--- config.mk ---
export PLATFORM = sky130hd
export DESIGN_NAME = jogador_automatico
export DESIGN_NICKNAME = d
export VERILOG_FILES = /design/src/rtl/jogador_pkg.sv /design/src/rtl/jogador_automatico_memoria.sv /design/src/rtl/jogador_automatico.sv
export SDC_FILE = /design/constraint.sdc
export NUM_CORES = 1
export LEC_CHECK = 0
export ABC_AREA = 0
export BUFFER_PORTS_ARGS = -buffer_cell sky130_fd_sc_hd__buf_2
export CAP_MARGIN = 10
export CORE_MARGIN = 8
export CORE_UTILIZATION = 50
export CTS_CLUSTER_DIAMETER = 120
export DETAILED_ROUTE_END_ITERATION = 10
export PLACE_DENSITY = 0.69
export RECOVER_POWER = 25
export SYNTH_ARGS = -nofsm -noshare
export SYNTH_HDL_FRONTEND = slang
export SYNTH_SLANG_ARGS = --single-unit
--- constraint.sdc ---
create_clock -name clock -period 2.67 [get_ports clock]
set_input_delay 0.1335 -clock clock [delete_from_list [all_inputs] [get_ports clock]]
set_output_delay 0.1335 -clock clock [all_outputs]
set_load 0.005 [all_outputs]
--- src/rtl/jogador_pkg.sv ---
// rtl/jogador_pkg.sv - shared state encoding and width helpers for the automatic player
package jogador_pkg;

  typedef enum logic [2:0] {
    OCIOSO    = 3'd0,
    OBSERVA   = 3'd1,
    PRESSIONA = 3'd2,
    SOLTA     = 3'd3,
    FIM       = 3'd4
  } estado_t;

  // Bits needed to hold 0..n-1, never less than one.
  function automatic int largura(input int n);
    return (n > 1) ? $clog2(n) : 1;
  endfunction

  function automatic int maior3(input int a, input int b, input int c);
    int m;
    m = (a > b) ? a : b;
    return (m > c) ? m : c;
  endfunction

endpackage

--- src/rtl/jogador_automatico_memoria.sv ---
// rtl/jogador_automatico_memoria.sv - DEPTH x 4 pattern store, synchronous write, combinational read
module memoria_jogadas #(
  parameter int DEPTH = 16,
  parameter int AW    = 4
) (
  input  logic          clock,
  input  logic          we,
  input  logic [AW-1:0] endereco_escrita,
  input  logic [3:0]    dado,
  input  logic [AW-1:0] endereco_leitura,
  output logic [3:0]    dado_lido
);

  logic [3:0] mem_q [DEPTH];

  always_ff @(posedge clock) begin
    if (we) mem_q[endereco_escrita] <= dado;
  end

  assign dado_lido = mem_q[endereco_leitura];

endmodule

--- src/rtl/jogador_automatico.sv ---
// rtl/jogador_automatico.sv - records the LED sequence of a round and replays it as button presses
module jogador_automatico
  import jogador_pkg::*;
#(
  parameter int DEPTH        = 16,
  parameter int PRESS_CYCLES = 1000,
  parameter int GAP_CYCLES   = 1000,
  parameter int IDLE_CYCLES  = 3000
) (
  input  logic                   clock,
  input  logic                   reset,
  input  logic                   habilita,
  input  logic [3:0]             leds,
  input  logic                   pronto,
  output logic [3:0]             botoes,
  output logic                   ocupado,
  output logic [2:0]             db_estado,
  output logic [$clog2(DEPTH):0] db_contagem
);

  localparam int AW = largura(DEPTH);
  localparam int CW = AW + 1;
  localparam int TW = largura(maior3(PRESS_CYCLES, GAP_CYCLES, IDLE_CYCLES));

  estado_t       estado_q, estado_d;
  logic [CW-1:0] count_q, count_d;
  logic [AW-1:0] idx_q, idx_d;
  logic [TW-1:0] timer_q, timer_d;
  logic [3:0]    leds_ant_q, leds_ant_d;
  logic [3:0]    botoes_q, botoes_d;
  logic          ocupado_q, ocupado_d;
  logic          we;
  logic [3:0]    dado_lido;

  memoria_jogadas #(.DEPTH(DEPTH), .AW(AW)) u_memoria (
    .clock            (clock),
    .we               (we),
    .endereco_escrita (count_q[AW-1:0]),
    .dado             (leds),
    .endereco_leitura (idx_d),
    .dado_lido        (dado_lido)
  );

  always_comb begin
    estado_d   = estado_q;
    count_d    = count_q;
    idx_d      = idx_q;
    timer_d    = timer_q;
    leds_ant_d = leds;
    we         = 1'b0;
    case (estado_q)
      OCIOSO: begin
        if (habilita) begin
          estado_d = OBSERVA;
          count_d  = '0;
          timer_d  = '0;
        end
      end
      default: begin
        if (!habilita) begin
          estado_d = OCIOSO;
        end else if (pronto) begin
          estado_d = FIM;
        end else begin
          case (estado_q)
            OBSERVA: begin
              // Only a rise from a dark display counts as a new pattern.
              if (leds != 4'd0) begin
                timer_d = '0;
                if (leds_ant_q == 4'd0 && count_q != CW'(DEPTH)) begin
                  we      = 1'b1;
                  count_d = count_q + CW'(1);
                end
              end else if (count_q != '0) begin
                if (timer_q == TW'(IDLE_CYCLES - 1)) begin
                  estado_d = PRESSIONA;
                  idx_d    = '0;
                  timer_d  = '0;
                end else begin
                  timer_d = timer_q + TW'(1);
                end
              end
            end
            PRESSIONA: begin
              if (timer_q == TW'(PRESS_CYCLES - 1)) begin
                estado_d = SOLTA;
                timer_d  = '0;
              end else begin
                timer_d = timer_q + TW'(1);
              end
            end
            SOLTA: begin
              if (timer_q == TW'(GAP_CYCLES - 1)) begin
                timer_d = '0;
                if ({1'b0, idx_q} == count_q - CW'(1)) begin
                  estado_d = OBSERVA;
                  count_d  = '0;
                end else begin
                  estado_d = PRESSIONA;
                  idx_d    = idx_q + AW'(1);
                end
              end else begin
                timer_d = timer_q + TW'(1);
              end
            end
            default: ;
          endcase
        end
      end
    endcase
    botoes_d  = (estado_d == PRESSIONA) ? dado_lido : 4'd0;
    ocupado_d = (estado_d == PRESSIONA) || (estado_d == SOLTA);
  end

  always_ff @(posedge clock or posedge reset) begin
    if (reset) begin
      estado_q   <= OCIOSO;
      count_q    <= '0;
      idx_q      <= '0;
      timer_q    <= '0;
      leds_ant_q <= 4'd0;
      botoes_q   <= 4'd0;
      ocupado_q  <= 1'b0;
    end else begin
      estado_q   <= estado_d;
      count_q    <= count_d;
      idx_q      <= idx_d;
      timer_q    <= timer_d;
      leds_ant_q <= leds_ant_d;
      botoes_q   <= botoes_d;
      ocupado_q  <= ocupado_d;
    end
  end

  assign botoes      = botoes_q;
  assign ocupado     = ocupado_q;
  assign db_estado   = estado_q;
  assign db_contagem = count_q;

endmodule

Word-level counts from Yosys, hierarchy flattened
Memories as Yosys holds them, arrays and structs flattened.
Cells that the tools add are included.
{"block": "word_totals", "regBits": 33, "ramBits": 64, "elab_cells": 85, "memories": 1}
{"block": "op_classes", "n_addsub": 4, "eq_ne": 15, "mux": 47, "n_reduce_logical": 11}
{"memory": "u_memoria.mem_q", "depth": 16, "width": 4, "rd": 1, "rd_clocked_by_memory_dff": 0, "write_ports": 1, "line": "jogador_automatico_memoria.sv:14", "source": "logic [3:0] mem_q [DEPTH];"}
{"operator": "12-bit two-way mux", "n": 8}
{"operator": "5-bit two-way mux", "n": 8}
{"operator": "4-bit two-way mux", "n": 9}
{"operator": "3-bit two-way mux", "n": 9}
{"operator": "12-bit case mux with 2 select lines", "n": 1}
{"operator": "12-bit by 1-bit adder with 12-bit output, second input constant", "n": 1}
{"operator": "12-bit by 10-bit == test with 1-bit output, second input constant", "n": 1}
{"operator": "12-bit == test, second input constant", "n": 1}
{"operator": "3-bit by 2-bit == test with 1-bit output, second input constant", "n": 4}
{"operator": "5-bit case mux with 2 select lines", "n": 1}
{"operator": "3-bit case mux with 3 select lines", "n": 1}
{"operator": "1-bit two-way mux", "n": 8}
{"operator": "4-bit case mux with 2 select lines", "n": 1}
{"operator": "7-bit AND reduction", "n": 1}
{"operator": "3-bit by 2-bit inequality test with 1-bit output, second input constant", "n": 2}
{"operator": "3-bit inequality test, second input constant", "n": 2}
{"operator": "3-bit nonzero test", "n": 2}
{"operator": "5-bit by 1-bit adder with 5-bit output, second input constant", "n": 1}
{"operator": "4-bit by 5-bit == test with 1-bit output", "n": 1}
{"operator": "5-bit inequality test, second input constant", "n": 1}
{"operator": "5-bit nonzero test", "n": 1}
{"operator": "5-bit by 1-bit subtractor with 5-bit output, second input constant", "n": 1}
{"operator": "4-bit by 1-bit adder with 4-bit output, second input constant", "n": 1}
{"operator": "4-bit logical NOT", "n": 1}
{"operator": "other kinds (10)", "n": 10}

Longest topological paths before layout
Gate-level depths: netlist (run 1).
{"block": "logic_depth", "ltp_word": 10, "depth_mapped": 11}

Modules after synthesis
Synthesis (run 1) repeated with hierarchy kept, for this count alone.
{"block": "hier_totals", "hier_cells": 328, "hier_area_um2": 4485.6}
{"mod": "memoria_jogadas", "instances": 1, "cells_per_inst": 126, "area_per_inst_um2": 2586.2, "seq_area_each_um2": 1921.8}
{"mod": "jogador_automatico", "instances": 1, "cells_per_inst": 202, "area_per_inst_um2": 1899.3, "seq_area_each_um2": 825.8}

Worst setup path after synthesis (run 1)
No wires, ideal clock.
{"block": "synth_timing", "kind": "register -> register", "start": "register count_q[0] (netlist: db_contagem[0])", "end": "memory u_memoria.mem_q[3][0], enable pin", "arrival_time_ns": 2.462, "t_required_ns": 2.309, "slack_ns": -0.154, "path_stages_with_launch": 10, "path_buffers": 0, "synth_period_minus_slack_ns": 2.824, "cell_sequence": "dfrtp_1 inv_1 ha_1 xor2_1 o2111ai_2 o31ai_1 nand2_1 nor2_2 nand2_1 nor3_1"}
{"block": "synth_between", "elab_chain_cells": 10}
{"item": "start: declaration", "line": "jogador_automatico.sv:26", "source": "logic [CW-1:0] count_q, count_d;"}
{"item": "start signal: assignment", "line": "jogador_automatico.sv:126", "source": "count_q <= count_d;"}
{"item": "5-bit inequality test", "line": "jogador_automatico.sv:70", "source": "if (leds_ant_q == 4'd0 && count_q != CW'(DEPTH)) begin"}
{"item": "1-bit logical AND", "line": "jogador_automatico.sv:70"}
{"item": "1-bit two-way mux", "line": "jogador_automatico.sv:70"}
{"item": "1-bit two-way mux", "line": "jogador_automatico.sv:68", "source": "if (leds != 4'd0) begin"}
{"item": "1-bit two-way mux", "line": "jogador_automatico.sv:65", "source": "case (estado_q)"}
{"item": "1-bit two-way mux", "line": "jogador_automatico.sv:62", "source": "end else if (pronto) begin"}
{"item": "1-bit two-way mux", "line": "jogador_automatico.sv:60", "source": "if (!habilita) begin"}
{"item": "1-bit two-way mux", "line": "jogador_automatico.sv:51", "source": "case (estado_q)"}
{"item": "1-bit two-way mux", "line": "jogador_automatico_memoria.sv:17", "source": "if (we) mem_q[endereco_escrita] <= dado;"}
{"item": "1-bit two-way mux (not written as such)", "line": "jogador_automatico_memoria.sv:17"}
{"item": "end: declaration", "line": "jogador_automatico_memoria.sv:14"}
Several ways; a longest one is shown, not always the timed one.

Final worst setup path (run 1)
{"block": "layout_timing", "start": "register count_q[2] (netlist: db_contagem[2])", "end": "register botoes_q[1] (netlist: botoes[1])"}
{"block": "layout_between", "elab_chain_cells": 10}
{"item": "5-bit by 1-bit subtractor with 5-bit output", "line": "jogador_automatico.sv:95", "source": "if ({1'b0, idx_q} == count_q - CW'(1)) begin"}
{"item": "4-bit by 5-bit == test with 1-bit output", "line": "jogador_automatico.sv:95"}
{"item": "4-bit two-way mux or 2-bit two-way mux (tied branches)", "line": "jogador_automatico.sv:95"}
{"item": "4-bit two-way mux or 3-bit two-way mux (tied branches)", "line": "jogador_automatico.sv:93", "source": "if (timer_q == TW'(GAP_CYCLES - 1)) begin"}
{"item": "4-bit case mux with 2 select lines or 3-bit case mux with 3 select lines (tied branches)", "line": "jogador_automatico.sv:65"}
{"item": "4-bit two-way mux or 3-bit two-way mux (tied branches)", "line": "jogador_automatico.sv:62"}
{"item": "4-bit two-way mux or 3-bit two-way mux (tied branches)", "line": "jogador_automatico.sv:60"}
{"item": "4-bit two-way mux or 3-bit two-way mux (tied branches)", "line": "jogador_automatico.sv:51"}
{"item": "memory 16 x 4 bit or 3-bit by 2-bit == test with 1-bit output (tied branches)"}
{"item": "4-bit two-way mux *", "line": "jogador_automatico.sv:111", "source": "botoes_d = (estado_d == PRESSIONA) ? dado_lido : 4'd0;"}
{"item": "named net botoes_d[1]", "line": "jogador_automatico.sv:30", "source": "logic [3:0] botoes_q, botoes_d;"}
{"item": "end signal: assignment", "line": "jogador_automatico.sv:130", "source": "botoes_q <= botoes_d;"}
{"item": "end: declaration", "line": "jogador_automatico.sv:30"}
The timed path passes the listed nets; every way through them passes the cells marked *.
A chain may end at the register's enable or synchronous reset.

==> impl_metrics.toml, run 1 <==
[outcome]
status = "finished, violations left"
violations = "setup timing"

[synth]
ys_warn_count = 0
syn_area_mm2 = 0.00454
synth_top_flop_cell = "edfxtp_1"
synthCells = 353
syn-num-nets = 368
synth_top_area_frac = 0.423
ys_types = 57
synthArstFlopShare = 0.340
synth_area_leaders = "edfxtp_1 42%, dfrtp_1 18%, mux2_2 5.2%, and3_1 3.0%, mux2_1 2.7%"
synth_top_area_cell = "edfxtp_1"
synth-seq-cells = 97
seq_area_frac_synth = 0.605
syn_area_per_cell_um2 = 12.9
synth-edff-count = 64

[power]
seq_power_share = 0.535
pwr-share-clk = 0.282
p_leak_nw = 2.52
p_total_mw = 3.08
power.density_cell_area_mw_per_mm2 = 511
ir_drop_mv = 0.260
p_sw_frac = 0.271
p_int_mw = 2.25
combPwrFrac = 0.183
power.switching_uw = 836

[clock_network]
clock_latency_ps = 360
cts_tree = "yes"
numCtsBuffers = 9
clkSlewWorstSetupHoldPaths_ps = 100
clockRootBuffer = "clkbuf_8"
htreeDepth = 3
holdBufCountCts = 0
clockBufferDepth = 2
cts.sinks = 97

[floorplan]
start_util = 0.518
die_w_um = 111
core_mm2 = 0.00876
die_h_um = 111
ios = 21
die_area_mm2 = 0.0124
rows = 34

[global_routing]
grt_pass1_wl_mm = 17.1
grt-ovfl-total = 0
grt_pass1_vias = 3201
antenna_found_initial = 0
grt_usage = 0.174
grt_max_degree = 25

[sta]
whs_ps = 20.3
finalHoldViolations = 0
worstMarginPinSlew_ps = 1080
skew_ps = 10.1
setup_viol = 4
finalMaxSlewViolations = 0
fin_crit_ps = 2750
finalCritPeriodShare = 1.03
grt_setup_unrepaired = "true"
maxSlewHeadroom = 0.279
timing.final.ws_setup_ps = -84.5
fmax_ghz = 0.363

[finish]
drive_above_1_share = 0.463
n_antenna_cell = 0
fill_cells = 573
area_delta_synth_final_pct = 33.0
fin_nets = 474

[drt]
antenna_left = 0
drt_iter0_markers = 249
met2_length_mm = 5.67
wl_met3_um = 565
drc = 0
wl_per_cell_um = 20.1
wl_mm = 11.5
firstDrtPassIters = 5
viasPerCell = 5.90
dr_total_vias = 3373
top_layer = "met4"
met1_length_mm = 5.06

[setup_path]
cp-end-kind = "flip-flop"
critPathKind = "flip-flop to flip-flop"
critPathRequiredTime_ps = 2920
crit_fanout = 8
startpoint_type = "flip-flop"
worstPathArrival_ps = 3010

[placed_design]
gp_congestion = 0.876
port_buffers = 20
dp_hpwl_mm = 7.27

[hold_path]
hold_path_class = "input pin to asynchronous set/reset pin"

[job]
drv_cap = 0
## placed cells by master (no fill, tap or decap), types with 4 or more instances in the layout
cell type	count
and3_2	13
dfrtp_1	31
edfxtp_1	64
buf_6	9
buf_12	5
nand2_1	18
inv_1	9
o31ai_1	4
and3_1	8
a21oi_1	8
nand2b_1	6
o22ai_2	10
clkbuf_8	9
o21ai_0	19
buf_4	66
mux2_4	20
nor2b_1	6
ha_1	5
a31oi_1	4
mux2_2	10
nor2_1	18
o221ai_2	5
clkbuf_1	6
xor2_1	4
nand3_1	10
buf_2	20
## synth_stat cells, types with 2 or more instances
cell,count
mux2_1,11
o221ai_1,8
and3_1,22
mux2_2,21
a21oi_1,10
buf_6,3
o22ai_1,12
dfrtp_1,33
nor2_1,20
buf_2,4
xnor2_1,3
nor4_2,2
o21ai_0,19
a31oi_1,4
clkbuf_1,3
nand3_1,10
nand2b_1,6
nand3b_1,2
xor2_1,5
nor2b_1,7
ha_1,7
inv_1,12
edfxtp_1,64
or2_2,2
nor3_1,5
and2_1,3
o31ai_1,5
nand2_1,21
## metal layers
layer  GRT usage  vias to the layer above
li1            -                     1562
met1       0.228                     1702
met2       0.281                       94
met3      0.0390                       15
met4      0.0524                        0
met5           0                        -
## cell type report
| type | instances | area (um^2) | share of cell area |
|---|---|---|---|
| Inverter | 12 | 45.0 | 0.00746 |
| Multi-Input combinational cell | 233 | 2060 | 0.342 |
| Timing Repair Buffer | 106 | 867 | 0.144 |
| Sequential cell | 97 | 2750 | 0.456 |
| Tap cell | 108 | 135 | 0.0224 |
| Clock inverter | 5 | 41.3 | 0.00684 |
| Clock buffer | 11 | 131 | 0.0218 |
## through the flow
step           worst slack [ps]   util  area [um^2]  cells  TNS (ps)
6_report                  -84.5  0.689         6030    572      -307
5_1_grt                    -207  0.689         6030    572     -1560
4_1_cts                   -65.4  0.667         5850    563      -187
3_5_place_dp               -178  0.596         5220    530      -755
3_3_place_gp               -125  0.596         5220    530      -456
2_1_floorplan              9.41      -         4570    353         0
## worst paths after layout
| kind | startpoint | endpoint | slack [ps] | cells past startpoint |
|---|---|---|---|---|
| worst min-delay path | reset | botoes[1] | 20 | 2 |
| min in group clock | habilita | db_estado[0] | 90 | 2 |
| worst max register to register | db_contagem[2] | botoes[1] | -80 | 11 |
| worst min register to register | timer_q[5] | timer_q[5] | 570 | 1 |
| max in group asynchronous | reset | db_contagem[0] | 1920 | 2 |
| worst max-delay path | db_contagem[2] | botoes[1] | -80 | 11 |
## sequential cells by signal, indices dropped and copies added (netlist names)
signal	count
leds_ant_q	4
ocupado	1
u_memoria.mem_q	64
db_estado	3
idx_q	4
timer_q	12
db_contagem	5
botoes	4
## power by group through the flow
stage	Combinational [mW]	Clock, mW	Sequential, mW
finish	0.564	0.869	1.65
global route	0.610	0.915	1.65
CTS	0.512	0.866	1.65
detailed placement	0.431	0	1.68
global placement	0.421	0	1.68
floorplan	0.216	0	1.69
## cells by family after synthesis
group / after synthesis / share of synthesized area
multiplexers: 32 / 0.0794
AO/OA/AOI/OAI: 74 / 0.117
flip-flops: 97 / 0.605
buffers and inverters: 23 / 0.0259
AND/OR/NAND/NOR: 112 / 0.137
XOR/XNOR: 8 / 0.0154
adder cells (fa/ha/maj): 7 / 0.0193
## worst max-delay path, cell delays in order, from the launching register on
cell       delay [ps]
dfrtp_2           480
buf_4             170
xnor2_2           120
a32o_2            260
o2111ai_4         290
a21oi_2           110
a221oi_4          280
buf_6             180
buf_12            120
mux2_4            310
o221ai_4          200
o22ai_2           120
## repair_timing
action	CTS	global route
setup buffers	13	11
resized for setup	56	43
pin swaps	12	27
gates cloned	4	0
endpoints found under the setup margin	36	68
No activity file was read; power rests on OpenSTA's default activity.
==> inputs of run 2 (changes only) <==
--- a/config.mk
+++ b/config.mk
@@ -8,12 +8,13 @@
 export ABC_AREA = 0
 export BUFFER_PORTS_ARGS = -buffer_cell sky130_fd_sc_hd__buf_2
 export CAP_MARGIN = 10
-export CORE_MARGIN = 8
+export CORE_MARGIN = 2
 export CORE_UTILIZATION = 50
 export CTS_CLUSTER_DIAMETER = 120
 export DETAILED_ROUTE_END_ITERATION = 10
 export PLACE_DENSITY = 0.69
 export RECOVER_POWER = 25
+export SKIP_CTS_REPAIR_TIMING = 1
 export SYNTH_ARGS = -nofsm -noshare
 export SYNTH_HDL_FRONTEND = slang
 export SYNTH_SLANG_ARGS = --single-unit
==> run 2 against run 1 <==
Effect of this change:
- the flow still finishes with violations (setup timing)
- clock skew down 3.3 ps
- sequential share of layout area rose by 2.7 points
- routed wire length fell by 9.7%
- via count fell by 6.4%
- sequential power hardly changed
- final cell count is 3.1% lower
- non-clock buffer count fell by 18
- core utilization down 3.9 points
- combinational power decreased by 16%
- worst hold slack improved by 69 ps
- flip-flop and latch count stayed put
- setup slack improved by 25 ps
- critical path type unchanged
- critical endpoint is now botoes[2]
- highest routed layer unchanged
==> impl_metrics.toml, run 2 (same netlist as run 1, synthesis figures left out) <==
[clock_network]
clockRootBuffer = "clkbuf_8"
htreeDepth = 3
clkSlewWorstSetupHoldPaths_ps = 90
cts_tree = "yes"
clock_latency_ps = 360
clockBufferDepth = 2
numCtsBuffers = 9
cts.sinks = 97

[drt]
wl_mm = 10.4
antenna_left = 0
firstDrtPassIters = 4
drc = 0
drt_iter0_markers = 226
dr_total_vias = 3158
wl_per_cell_um = 18.7
viasPerCell = 5.70

[finish]
largest_reg_flops = 64
final_util = 0.650
top_register = "u_memoria.mem_q"
drive_above_1_share = 0.370
final-seq-area_mm2 = 0.00275
fin_nets = 456
fill_cells = 669
area_delta_synth_final_pct = 25.5
n_antenna_cell = 0
multi_input_area_mm2 = 0.00190
final_cell_mix = "64 x edfxtp_1, 56 x buf_4, 32 x dfrtp_1, 22 x mux2_2, 20 x nor2_1"
layout_commonest_cell = "edfxtp_1"

[sta]
maxSlewHeadroom = 0.472
grt_setup_unrepaired = "true"
whs_ps = 89.7
finalHoldViolations = 0
worstMarginPinSlew_ps = 792
setup_viol = 4
fmax_ghz = 0.366
timing.final.ws_setup_ps = -59.7
finalCritPeriodShare = 1.02
finalMaxSlewViolations = 0
skew_ps = 6.81
fin_crit_ps = 2730

[job]
drv_cap = 0

[setup_path]
critPathKind = "flip-flop to flip-flop"
worstPathArrival_ps = 2970
startpoint_type = "flip-flop"
critPathRequiredTime_ps = 2920
cp-end-kind = "flip-flop"
crit_fanout = 9
r2r_cells = 12

[outcome]
status = "finished, violations left"
violations = "setup timing"

[hold_path]
hold_path_class = "input pin to flip-flop"
min_path_cells = 2

[floorplan]
start_util = 0.518
die_w_um = 99.3
die_h_um = 99.3
rows = 34
die_area_mm2 = 0.00985
ios = 21
core_mm2 = 0.00876

[power]
power.density_cell_area_mw_per_mm2 = 540
p_leak_nw = 2.24
ir_drop_mv = 0.258

[global_routing]
grt_pass1_vias = 2978
grt_max_degree = 34
grt-ovfl-total = 0
antenna_found_initial = 0
grt_pass1_wl_mm = 15.6
grt_usage = 0.208

[placed_design]
port_buffers = 20
place_ws_ps = -186
dp_hpwl_mm = 7.08
gp_congestion = 0.915
==> run 2: cell count changes in the layout (fill, tap and decap cells not counted), moves of 7 or more <==
cell	delta
mux2_4	-20
buf_6	-7
o22ai_2	-9
o22ai_1	+9
mux2_2	+12
and3_2	-13
buf_4	-10
and3_4	+13
mux2_1	+8
==> run 2: layout make-up <==
type / instances / share of cell area
well taps: 108 / 0.0237
flip-flops and latches: 97 / 0.483
repair buffers: 88 / 0.118
clock inverters: 5 / 0.0108
multi-input cells: 233 / 0.333
clock buffers: 11 / 0.0231
inverters: 12 / 0.00791
==> run 2: path summary, 6_finish.rpt <==
check | from | end | slack [ps]
min in group asynchronous | reset | timer_q[0] | 410
hold reg to reg | timer_q[5] | timer_q[5] | 560
setup / recovery | db_contagem[0] | botoes[2] | -60
hold / removal | habilita | db_estado[2] | 90
max in group asynchronous | reset | db_contagem[0] | 1910
setup reg to reg | db_contagem[0] | botoes[2] | -60
==> run 2: power breakdown <==
part	switching (mW)	internal, mW
combinational	0.275	0.197
clock	0.510	0.443
sequential	0.0148	1.63
==> run 2: worst max-delay path: stages (launching register included) <==
cell       delay (ps)
dfrtp_2           410
inv_1             100
ha_1              230
nor2_1             60
a32o_1            240
o2111ai_4         220
a21oi_1           140
a221oi_4          220
buf_4             170
buf_12            120
mux2_2            350
o221ai_2          250
o22ai_1           110
==> run 2: per-stage QoR <==
| stage | instance area [um^2] | setup TNS, ps | power (mW) | instances |
|---|---|---|---|---|
| floorplan | 4570 | 0 | 1.91 | 353 |
| global placement | 5220 | -2900 | 2.11 | 530 |
| detailed placement | 5220 | -4370 | 2.12 | 530 |
| CTS | 5410 | -6210 | 3.06 | 546 |
| global route | 5690 | -3330 | 3.20 | 554 |
| finish | 5690 | -183 | 3.07 | 554 |
==> run 2: layer usage <==
metal  wire [um]  vias to the layer above  global-route usage
li1            -                     1522                   -
met1        4660                     1537               0.305
met2        4930                       85               0.320
met3         616                       14              0.0316
met4         150                        0              0.0706
met5           0                        -                   0
==> inputs of run 3 (changes only) <==
--- a/config.mk
+++ b/config.mk
@@ -6,13 +6,13 @@
 export NUM_CORES = 1
 export LEC_CHECK = 0
 export ABC_AREA = 0
-export BUFFER_PORTS_ARGS = -buffer_cell sky130_fd_sc_hd__buf_2
 export CAP_MARGIN = 10
 export CORE_MARGIN = 2
 export CORE_UTILIZATION = 50
 export CTS_CLUSTER_DIAMETER = 120
 export DETAILED_ROUTE_END_ITERATION = 10
-export PLACE_DENSITY = 0.69
+export DONT_BUFFER_PORTS = 1
+export PLACE_DENSITY = 0.67
 export RECOVER_POWER = 25
 export SKIP_CTS_REPAIR_TIMING = 1
 export SYNTH_ARGS = -nofsm -noshare
==> run 3 against run 2 <==
Effect of this change:
- the flow finishes with violations (capacitance limit, slew limit, setup timing)
- largest cell class unchanged
- sequential power about the same
- largest power group unchanged
- non-clock buffer count decreased by 23
- register-to-register slack got worse by 60 ps
- final cell count decreased by 4.2%
- flip-flop and latch count unchanged
- die area unchanged
- global-route usage increased by 0.13 points
- core utilization decreased by 0.93 points
- via count decreased by 0.25%
- cell area decreased by 1.4%
- sequential share of layout area increased by 0.70 points
==> impl_metrics.toml, run 3 (same netlist as run 1, synthesis figures left out) <==
[outcome]
status = "finished, violations left"
violations = "capacitance limit, slew limit, setup timing"

[floorplan]
ios = 21
start_util = 0.518
core_mm2 = 0.00876
die_w_um = 99.3
die_h_um = 99.3
die_area_mm2 = 0.00985
rows = 34

[setup_path]
crit_fanout = 7
reg2reg_to = "botoes[0]"
critPathRequiredTime_ps = 2910
r2r-start = "db_contagem[2]"
r2r_cells = 10
critPathKind = "flip-flop to flip-flop"
worstPathArrival_ps = 3030
r2r_setup_slack_ps = -120
startpoint_type = "flip-flop"
cp-end-kind = "flip-flop"

[sta]
skew_ps = 17.1
grt_setup_unrepaired = "true"
finalMaxSlewViolations = 34
finalCritPeriodShare = 1.05
finalHoldViolations = 0
fin_crit_ps = 2790
fmax_ghz = 0.358
setup_viol = 4
timing.final.ws_setup_ps = -124
maxSlewHeadroom = -0.352
worstMarginPinSlew_ps = 2030

[clock_network]
clock_latency_ps = 370
cts.sinks = 97
cts_tree = "yes"
numCtsBuffers = 9
clockBufferDepth = 2
htreeDepth = 3
clkSlewWorstSetupHoldPaths_ps = 110
clockRootBuffer = "clkbuf_8"

[finish]
drive_above_1_share = 0.355
layout_commonest_cell = "edfxtp_1"
top_register = "u_memoria.mem_q"
largest_reg_flops = 64
final_cell_mix = "64 x edfxtp_1, 49 x buf_4, 32 x dfrtp_1, 23 x mux2_2, 20 x nor2_1"
area_delta_synth_final_pct = 23.7
n_antenna_cell = 0
final_util = 0.640
fin_nets = 433
final_cells = 531

[drt]
wl_per_cell_um = 20.2
wl_mm = 10.7
firstDrtPassIters = 5
drc = 0
drt_iter0_markers = 263
dr_total_vias = 3150
antenna_left = 0
viasPerCell = 5.93

[global_routing]
grt_pass1_vias = 3102
antenna_found_initial = 0
grt_max_degree = 34
grt-ovfl-total = 0
grt_pass1_wl_mm = 16.0
grt_usage = 0.209

[placed_design]
gp_congestion = 0.939
place_ws_ps = -106
dp_hpwl_mm = 6.73
placedCellCount = 499
port_buffers = 0

[hold_path]
worstHoldEndpoint = "db_estado[1]"
min_path_cells = 3
hold_path_class = "input pin to flip-flop"
min-delay-start = "habilita"

[power]
p_leak_nw = 2.20
p_total_mw = 3.11
power.density_cell_area_mw_per_mm2 = 553
ir_drop_mv = 0.316

[job]
drv_cap = 1
-- run 3: cell types whose count changed in the layout (fill, tap and decap cells not counted), moves of 4 or more --
cell	change
clkbuf_1	-8
buf_4	-7
dlygate4sd3_1	+5
buf_2	-17
and3_2	+14
and3_4	-14
mux2_4	+4
mux2_1	-5
-- run 3: worst max-delay path: stages, from the launching register on --
cell	delay, ps
dfrtp_1	490
nor3b_1	320
a32o_1	260
o2111ai_4	130
and2_4	210
a221oi_4	220
buf_6	190
buf_12	130
mux2_1	360
o221ai_4	210
o22ai_1	130
-- run 3: cell type report --
type	count	area (um^2)
clock buffer	9	124
multi-input combinational	233	1870
clock inverter	7	93.8
tap	108	135
sequential	97	2750
fill	637	3150
inverter	12	45.0
timing repair buffer	65	592
-- run 3: metrics by stage --
stage	TNS (ps)	hold WS [ps]	instance area, um^2
2_1_floorplan	0	165	4570
3_3_place_gp	-917	167	5020
3_5_place_dp	-913	166	5020
4_1_cts	-2130	-236	5240
5_1_grt	-9590	38.7	5610
6_report	-404	24.0	5610
-- run 3: metal layers --
layer,vias up,share of wire,track usage
met2,101,0.48,0.319
met5,-,0,0
met3,20,0.050,0.0415
li1,1473,-,-
met1,1556,0.44,0.297
met4,0,0.024,0.0832
-- run 3: how the worst max path moves through the flow --
stage / from / end / slack, ps
2_1_floorplan: db_contagem[2] / botoes[1] / 9
3_3_place_gp: db_contagem[2] / botoes[2] / -90
3_5_place_dp: db_contagem[0] / botoes[2] / -110
4_1_cts: db_contagem[0] / botoes[2] / -120
5_1_grt: timer_q[0] / botoes[0] / -240
6_report: db_contagem[2] / botoes[0] / -120
-- run 3: power by group --
part / switching, mW / internal [mW] / total [mW]
logic: 0.245 / 0.177 / 0.423
clock network: 0.572 / 0.461 / 1.03
registers: 0.0166 / 1.63 / 1.65
total: 0.834 / 2.27 / 3.11
